===== src/rtl/ysyx_23060191_ifu_pkg.sv =====
// Shared definitions for the instruction fetch unit.
//   CPU_WIDTH       address/data width
//   NOP_INST        instruction substituted when a fetch faults
//   FAULT_*         inst_fault encodings
//   ST_*            fetch FSM state encoding (2 bits)
package ysyx_23060191_ifu_pkg;

  localparam int unsigned CPU_WIDTH = 32;

  localparam logic [CPU_WIDTH-1:0] NOP_INST = 32'h0000_0013;

  localparam logic [1:0] FAULT_NONE     = 2'b00;
  localparam logic [1:0] FAULT_MISALIGN = 2'b01;
  localparam logic [1:0] FAULT_ACCESS   = 2'b10;

  localparam logic [1:0] RESP_OKAY = 2'b00;

  localparam logic [1:0] ST_IDLE = 2'd0;
  localparam logic [1:0] ST_REQ  = 2'd1;
  localparam logic [1:0] ST_WAIT = 2'd2;
  localparam logic [1:0] ST_HOLD = 2'd3;

  function automatic logic is_aligned(input logic [CPU_WIDTH-1:0] addr);
    return addr[1:0] == 2'b00;
  endfunction

endpackage


===== src/rtl/ysyx_23060191_ifu_reg.sv =====
// Generic holding register with write enable and asynchronous active-low reset.
//   clk, rstn   clock / reset
//   wen         load din on the next rising edge
//   din, dout   data in / registered data out (RESET_VAL while in reset)
module ysyx_23060191_ifu_reg #(
  parameter int unsigned       WIDTH     = 32,
  parameter logic [WIDTH-1:0]  RESET_VAL = '0
) (
  input  logic             clk,
  input  logic             rstn,
  input  logic             wen,
  input  logic [WIDTH-1:0] din,
  output logic [WIDTH-1:0] dout
);

  always_ff @(posedge clk or negedge rstn) begin
    if (!rstn) begin
      dout <= RESET_VAL;
    end else if (wen) begin
      dout <= din;
    end
  end

endmodule


===== src/rtl/ysyx_23060191_ifu.sv =====
// Instruction fetch unit: accepts a PC from the PC unit, performs one read on the
// AR/R instruction-memory channels and holds the result for the decoder.
//   clk, rstn                 clock / asynchronous active-low reset
//   pc_in, pc_valid, pc_ready fetch request from the PC unit
//   flush                     redirect: discard the in-flight or held fetch
//   araddr, arvalid, arready  read address channel
//   rdata, rresp, rvalid, rready  read data channel
//   inst, inst_pc, inst_fault, inst_valid, inst_ready  result to the decoder
module ysyx_23060191_ifu
  import ysyx_23060191_ifu_pkg::*;
(
  input  logic                 clk,
  input  logic                 rstn,
  input  logic [CPU_WIDTH-1:0] pc_in,
  input  logic                 pc_valid,
  output logic                 pc_ready,
  input  logic                 flush,
  output logic [CPU_WIDTH-1:0] araddr,
  output logic                 arvalid,
  input  logic                 arready,
  input  logic [CPU_WIDTH-1:0] rdata,
  input  logic [1:0]           rresp,
  input  logic                 rvalid,
  output logic                 rready,
  output logic [CPU_WIDTH-1:0] inst,
  output logic [CPU_WIDTH-1:0] inst_pc,
  output logic [1:0]           inst_fault,
  output logic                 inst_valid,
  input  logic                 inst_ready
);

  logic [1:0]           state_q, state_d;
  logic                 drop_q, drop_d;
  logic                 pc_wen;
  logic                 inst_wen;
  logic [CPU_WIDTH-1:0] pc_q;
  logic [CPU_WIDTH-1:0] inst_d, inst_q;
  logic [CPU_WIDTH-1:0] inst_pc_d, inst_pc_q;
  logic [1:0]           fault_d, fault_q;

  // Handshakes only depend on registered state; pc_ready additionally masks flush.
  assign pc_ready   = (state_q == ST_IDLE) && !flush;
  assign arvalid    = (state_q == ST_REQ);
  assign rready     = (state_q == ST_WAIT);
  assign inst_valid = (state_q == ST_HOLD);
  assign araddr     = pc_q;
  assign inst       = inst_q;
  assign inst_pc    = inst_pc_q;
  assign inst_fault = fault_q;

  assign pc_wen = (state_q == ST_IDLE) && pc_valid && !flush;

  always_comb begin
    state_d   = state_q;
    drop_d    = drop_q;
    inst_wen  = 1'b0;
    inst_d    = NOP_INST;
    fault_d   = FAULT_NONE;
    inst_pc_d = pc_q;
    case (state_q)
      ST_IDLE: begin
        if (pc_valid && !flush) begin
          if (!is_aligned(pc_in)) begin
            // Misaligned fetch never touches the bus.
            state_d   = ST_HOLD;
            inst_wen  = 1'b1;
            fault_d   = FAULT_MISALIGN;
            inst_pc_d = pc_in;
          end else begin
            state_d = ST_REQ;
          end
        end
      end
      ST_REQ: begin
        // The address phase cannot be withdrawn; remember to discard the response.
        if (flush) drop_d = 1'b1;
        if (arready) state_d = ST_WAIT;
      end
      ST_WAIT: begin
        if (rvalid) begin
          if (drop_q || flush) begin
            state_d = ST_IDLE;
            drop_d  = 1'b0;
          end else begin
            state_d  = ST_HOLD;
            inst_wen = 1'b1;
            if (rresp == RESP_OKAY) begin
              inst_d  = rdata;
              fault_d = FAULT_NONE;
            end else begin
              inst_d  = NOP_INST;
              fault_d = FAULT_ACCESS;
            end
          end
        end else if (flush) begin
          drop_d = 1'b1;
        end
      end
      ST_HOLD: begin
        if (flush || inst_ready) state_d = ST_IDLE;
      end
      default: state_d = ST_IDLE;
    endcase
  end

  always_ff @(posedge clk or negedge rstn) begin
    if (!rstn) begin
      state_q <= ST_IDLE;
      drop_q  <= 1'b0;
    end else begin
      state_q <= state_d;
      drop_q  <= drop_d;
    end
  end

  ysyx_23060191_ifu_reg #(.WIDTH(CPU_WIDTH), .RESET_VAL('0)) u_pc_reg (
    .clk  (clk),
    .rstn (rstn),
    .wen  (pc_wen),
    .din  (pc_in),
    .dout (pc_q)
  );

  ysyx_23060191_ifu_reg #(.WIDTH(CPU_WIDTH), .RESET_VAL('0)) u_inst_reg (
    .clk  (clk),
    .rstn (rstn),
    .wen  (inst_wen),
    .din  (inst_d),
    .dout (inst_q)
  );

  ysyx_23060191_ifu_reg #(.WIDTH(CPU_WIDTH), .RESET_VAL('0)) u_inst_pc_reg (
    .clk  (clk),
    .rstn (rstn),
    .wen  (inst_wen),
    .din  (inst_pc_d),
    .dout (inst_pc_q)
  );

  ysyx_23060191_ifu_reg #(.WIDTH(2), .RESET_VAL(2'b00)) u_fault_reg (
    .clk  (clk),
    .rstn (rstn),
    .wen  (inst_wen),
    .din  (fault_d),
    .dout (fault_q)
  );

endmodule


===== config.mk =====
export PLATFORM = sky130hd
export DESIGN_NAME = ysyx_23060191_ifu
export DESIGN_NICKNAME = d
export VERILOG_FILES = /design/src/rtl/ysyx_23060191_ifu_pkg.sv /design/src/rtl/ysyx_23060191_ifu_reg.sv /design/src/rtl/ysyx_23060191_ifu.sv
export SDC_FILE = /design/constraint.sdc
export NUM_CORES = 1
export LEC_CHECK = 0
export CORE_UTILIZATION = 54
export DETAILED_ROUTE_END_ITERATION = 12
export DONT_BUFFER_PORTS = 1
export PLACE_DENSITY = 0.74
export RECOVER_POWER = 50
export SKIP_CTS_REPAIR_TIMING = 1
export SKIP_LAST_GASP = 1
export SLEW_MARGIN = 25
export SYNTH_ARGS = -nofsm -noshare
export SYNTH_HDL_FRONTEND = slang
export SYNTH_SLANG_ARGS = --single-unit

===== constraint.sdc =====
create_clock -name clk -period 1.8 [get_ports clk]
set_input_delay 0.18 -clock clk [delete_from_list [all_inputs] [get_ports clk]]
set_output_delay 0.18 -clock clk [all_outputs]
set_load 0.01 [all_outputs]

# Word-level counts from Yosys, hierarchy flattened

Cells that the tools add are included.

Register bits: 101
Input bits: 73
Logic and storage cells: 56

Reductions and logical operators: 13
Muxes and demuxes: 29
Eq/ne operators: 8

Operators by type and width:

| cell                                                   | count |
|---|---|
| two-way mux 32 bit                                     | 7 |
| two-way mux 2 bit                                      | 9 |
| two-way mux 1 bit                                      | 9 |
| case mux 2 bit (4 select lines)                        | 1 |
| zero test 2 bit                                        | 3 |
| inequality test 2 x 1 -> 1 bit (second input constant) | 3 |
| == test 2 bit (second input constant)                  | 2 |
| logical AND 1 bit                                      | 4 |
| case mux 1 bit (2 select lines)                        | 2 |
| case mux 2 bit (2 select lines)                        | 1 |
| AND reduction 4 bit                                    | 1 |
| inequality test 3 x 2 -> 1 bit (second input constant) | 1 |
| == test 2 x 1 -> 1 bit (second input constant)         | 1 |
| logical OR 1 bit                                       | 2 |
| inequality test 2 bit (second input constant)          | 1 |
| AND reduction 2 bit                                    | 1 |
| nonzero test 2 bit                                     | 1 |
| zero test 1 bit                                        | 1 |

# Logic depth before layout (Yosys ltp)

Depth after elaboration: 5
Gate-level depth with buffers: 9

# Cells and area by module

A second synthesis with hierarchy kept.

Cell total of the unflattened synthesis: 327
Area total of the unflattened synthesis: 5193.7 um^2

By module, submodules not included:

| module                                    | area an instance (um^2) | times used | cells each |
|---|---|---|---|
| ysyx_23060191_ifu_reg (u_inst_pc_reg ...) | 1345.0                  | 3          | 68 |
| ysyx_23060191_ifu                         | 1086.0                  | 1          | 119 |
| ysyx_23060191_ifu_reg (u_fault_reg)       | 72.6                    | 1          | 4 |

# Least setup slack after synthesis

No wires, ideal clock.

Path kind: flip-flop to flip-flop
Start point: reg state_q[0]
End point: reg u_pc_reg.dout[10]
Library setup time: 0.125 ns
Required time: 1.675 ns
Data arrival time: 1.667 ns
Buffers on the path: 2
Stages on the path, launching flop included: 8
Slack: 0.008 ns
Clock period less this slack: 1.792 ns
Path through: dfrtp_1 > inv_1 > ha_1 > inv_1 > or3_1 > buf_2 > buf_6 > mux2_4

Cells in the longest elaborated chain, start to end: 3

RTL lines:

| element                        | line                        | RTL |
|---|---|---|
| start, declared                | ysyx_23060191_ifu.sv:32     | `logic [1:0] state_q, state_d;` |
| start signal, assigned         | ysyx_23060191_ifu.sv:111    | `state_q <= state_d;` |
| zero test 2 bit                | ysyx_23060191_ifu.sv:51     | `assign pc_wen = (state_q == ST_IDLE) && pc_valid && !flush;` |
| logical AND 1 bit (2 in a row) | ysyx_23060191_ifu.sv:51     |  |
| end signal, assigned           | ysyx_23060191_ifu_reg.sv:20 | `dout <= din;` |
| end, declared                  | ysyx_23060191_ifu_reg.sv:13 | `output logic [WIDTH-1:0] dout` |

Every way passes these cells.
A chain may end at the register's enable or synchronous reset.

# Final worst setup path

Start point: reg state_q[0]
End point: reg u_inst_pc_reg.dout[19]

Cells in the longest elaborated chain, start to end: 2
Elaborated cells between the ends (all ways): 4

RTL lines:

| element                                                                      | line                        | RTL |
|---|---|---|
| == test 2 bit / zero test 2 bit (equally long branches)                      | ysyx_23060191_ifu.sv:60     | `case (state_q)` |
| case mux 1 bit (2 select lines) / two-way mux 32 bit (equally long branches) | ysyx_23060191_ifu.sv:60     |  |
| end signal, assigned                                                         | ysyx_23060191_ifu_reg.sv:20 |  |
| end, declared                                                                | ysyx_23060191_ifu_reg.sv:13 |  |

Parallel ways exist; a longest one is shown, timed or not.

==> results.py <==
metrics = {
    "run_status": {
        "outcome": "complete, but fails checks",
        "failed_checks": "hold timing",
    },
    "min_path": {
        "holdCritPathClass": "in2async",
    },
    "route": {
        "drc": 0,
        "routed-via-count": 3000,
        "dr.pass1.iters": 4,
        "drtIter0Drc": 80,
        "ant_nets": 0,
        "avgRoutedWirePerCell_um": 20.1,
        "wl_um": 10400,
        "via_per_inst": 5.81,
    },
    "worst_setup_path": {
        "endpoint_kind": "flip-flop",
        "worstSetupPathType": "reg2reg",
        "crit_fanout": 14,
        "crit_arrival_ns": 1.98,
        "crit_required_ns": 2.03,
        "start_kind": "flip-flop",
    },
    "place": {
        "hpwlAfterDp_um": 6070,
        "postPlaceCellArea_mm2": 0.00441,
        "io_buffers": 0,
        "place.gp.congestion": 0.792,
    },
    "yosys": {
        "synth-seq-cells": 101,
        "syn-num-nets": 418,
        "synth_top_family_by_area": "compound AO/OA/AOI/OAI gates",
        "synth_xor_area_share_pct": 0,
        "synth_simple_gate_area_share_pct": 10.2,
        "synth_common_cells": "dfrtp_1, nor2_1, o22ai_1",
        "syn_avg_cell_area_um2": 12.5,
        "synth_async_sr_flop_share_pct": 100,
        "yosysSeqAreaShare_pct": 59.5,
        "synth_compound_area_share_pct": 13.4,
        "synthTopCellsByArea": "dfrtp_1, mux2_4, nor2_1",
        "synth_mux_area_share_pct": 11.1,
        "yosysTopAreaCell": "dfrtp_1",
        "yosys_warnings": 0,
        "yosys.area_share.adder_pct": 1.77,
        "synth_cell_types": 34,
        "syn_inst": 339,
        "ys.flop_type": "dfrtp_1",
        "synth_top_area_share_pct": 59.5,
        "synth-edff-count": 0,
        "yosysMostFrequentCell": "dfrtp_1",
        "synthesis.area_mm2": 0.00425,
    },
    "final_layout": {
        "regArea_mm2": 0.00253,
        "layout-drive-gt1-share_pct": 19.2,
        "nets": 491,
        "n_antenna_cell": 0,
        "nFillCells": 507,
        "design_area_mm2": 0.00533,
        "postLayoutCoreUtil_pct": 72.0,
        "multi_input_area_mm2": 0.00158,
        "synthToLayoutAreaGrowth_pct": 25.6,
    },
    "power": {
        "p_int_mw": 5.12,
        "power_mw": 8.11,
        "vdd_drop_max_uv": 790,
        "power.density_mw_per_mm2": 1520,
        "p_leak_nw": 2.43,
        "switchingPower_mw": 2.98,
        "p_clk_share_pct": 16.7,
        "p_comb_share_pct": 28.5,
        "power.share.sequential_pct": 54.8,
        "p_sw_share_pct": 36.8,
    },
    "global_routing": {
        "grt_max_degree": 102,
        "grt_pass1_wl_um": 14300,
        "grt_util_all_layers_pct": 22.2,
        "antenna_found_initial": 0,
        "grt_pass1_vias": 2808,
        "gr-total-overflow": 0,
    },
    "sta": {
        "slew_violations": 0,
        "rsz0062_at_grt": "true",
        "fmax_mhz": 572,
        "finalSetupTns_ns": 0,
        "max_slew_margin_pct": 75.9,
        "worst_pin_slew_ns": 0.357,
        "setup_viol": 0,
        "hold_ws_ns": -0.495,
        "skew_ns": 0.0133,
        "period_share_pct": 97.1,
        "hold_viol_final": 104,
        "period_needed_ns": 1.75,
    },
    "clock_network": {
        "cts_tree": "done",
        "clock-root-buffer": "clkbuf_8",
        "cts-htree-levels": 3,
        "clock-sinks": 101,
        "cts_buffer_depth": 2,
        "clk_latency_ns": 0.35,
        "clk_pin_slew_ns": 0.10,
        "numCtsBuffers": 9,
    },
    "job": {
        "cap_violations": 0,
    },
    "floorplanning": {
        "die-width_um": 90.7,
        "start_util_pct": 57.3,
        "core-area_mm2": 0.00741,
        "fp-row-count": 31,
        "pin_count": 175,
        "die_area_mm2": 0.00822,
        "dieHeight_um": 90.7,
    },
}
## registers in the layout (all words and copies together) (netlist names)
signal / cells
drop_q: 1
state_q: 2
u_fault_reg.dout: 2
u_inst_pc_reg.dout: 32
u_inst_reg.dout: 32
u_pc_reg.dout: 32
## worst paths after layout
check / end / cells after the start / from / slack [ns]
worst max-delay path: u_inst_pc_reg.dout[19] / 8 / state_q[0] / 0.05
worst min-delay path: u_pc_reg.dout[11] / 0 / rstn / -0.50
worst max register to register: u_inst_pc_reg.dout[19] / 8 / state_q[0] / 0.05
worst min register to register: u_inst_pc_reg.dout[17] / 2 / u_inst_pc_reg.dout[17] / 0.58
max in group asynchronous: u_inst_pc_reg.dout[19] / 0 / rstn / 2.14
min in group clk: u_inst_pc_reg.dout[20] / 2 / pc_in[20] / 0
## cell type report
class                   instances  area share (%)
repair buffers                 82            16.7
inverters                       6           0.422
flip-flops and latches        101            47.4
clock inverters                 5           0.821
well taps                      99            2.32
clock buffers                  11            2.65
multi-input cells             212            29.7
## per-stage QoR
stage	setup WS [ns]	hold WS [ns]	instances
2_1_floorplan	0.00821	-0.116	339
3_3_place_gp	0.0620	-0.114	433
3_5_place_dp	0.0215	-0.114	433
4_1_cts	0.0136	-0.509	449
5_1_grt	-0.0186	-0.520	516
6_report	0.0515	-0.495	516
## power by group through the flow
stage	Clock [mW]	Combinational, mW	Sequential (mW)
floorplan	0	1.70	4.22
global placement	0	2.00	4.44
detailed placement	0	2.09	4.46
CTS	1.37	2.08	4.43
global route	1.46	2.57	4.55
finish	1.35	2.31	4.44
## cells in the final DEF (no fill, tap or decap), types with 3 or more instances in the layout
cell / count
o22ai_1: 31
dfrtp_1: 101
ha_1: 5
inv_1: 6
dlygate4sd3_1: 65
mux2_4: 30
nor3_1: 3
clkbuf_8: 10
nor2_1: 72
buf_4: 8
nand2_1: 9
a22o_1: 28
nor2_2: 4
buf_12: 6
## routing by layer
layer,GRT usage (%),part of all wire (%),up-vias
met2,36.6,50,147
met4,7.53,1.8,0
met1,26.1,40,1484
met5,0,0,-
li1,-,-,1350
met3,9.43,8.0,19
## critical path, stage by stage (launching register included)
cell and delay [ns]:
dfrtp_1 0.36, inv_1 0.06, buf_4 0.15, ha_1 0.21, and3b_2 0.26, a21o_4 0.25, buf_12 0.16, nor2_1 0.12
nor2_1 0.07
## logic make-up after synthesis
logic type | Yosys count
AO/OA/AOI/OAI | 74
buffers and inverters | 26
adder cells (fa/ha/maj) | 6
flip-flops | 101
AND/OR/NAND/NOR | 100
multiplexers | 32
Power figures use the tool's default switching activity.
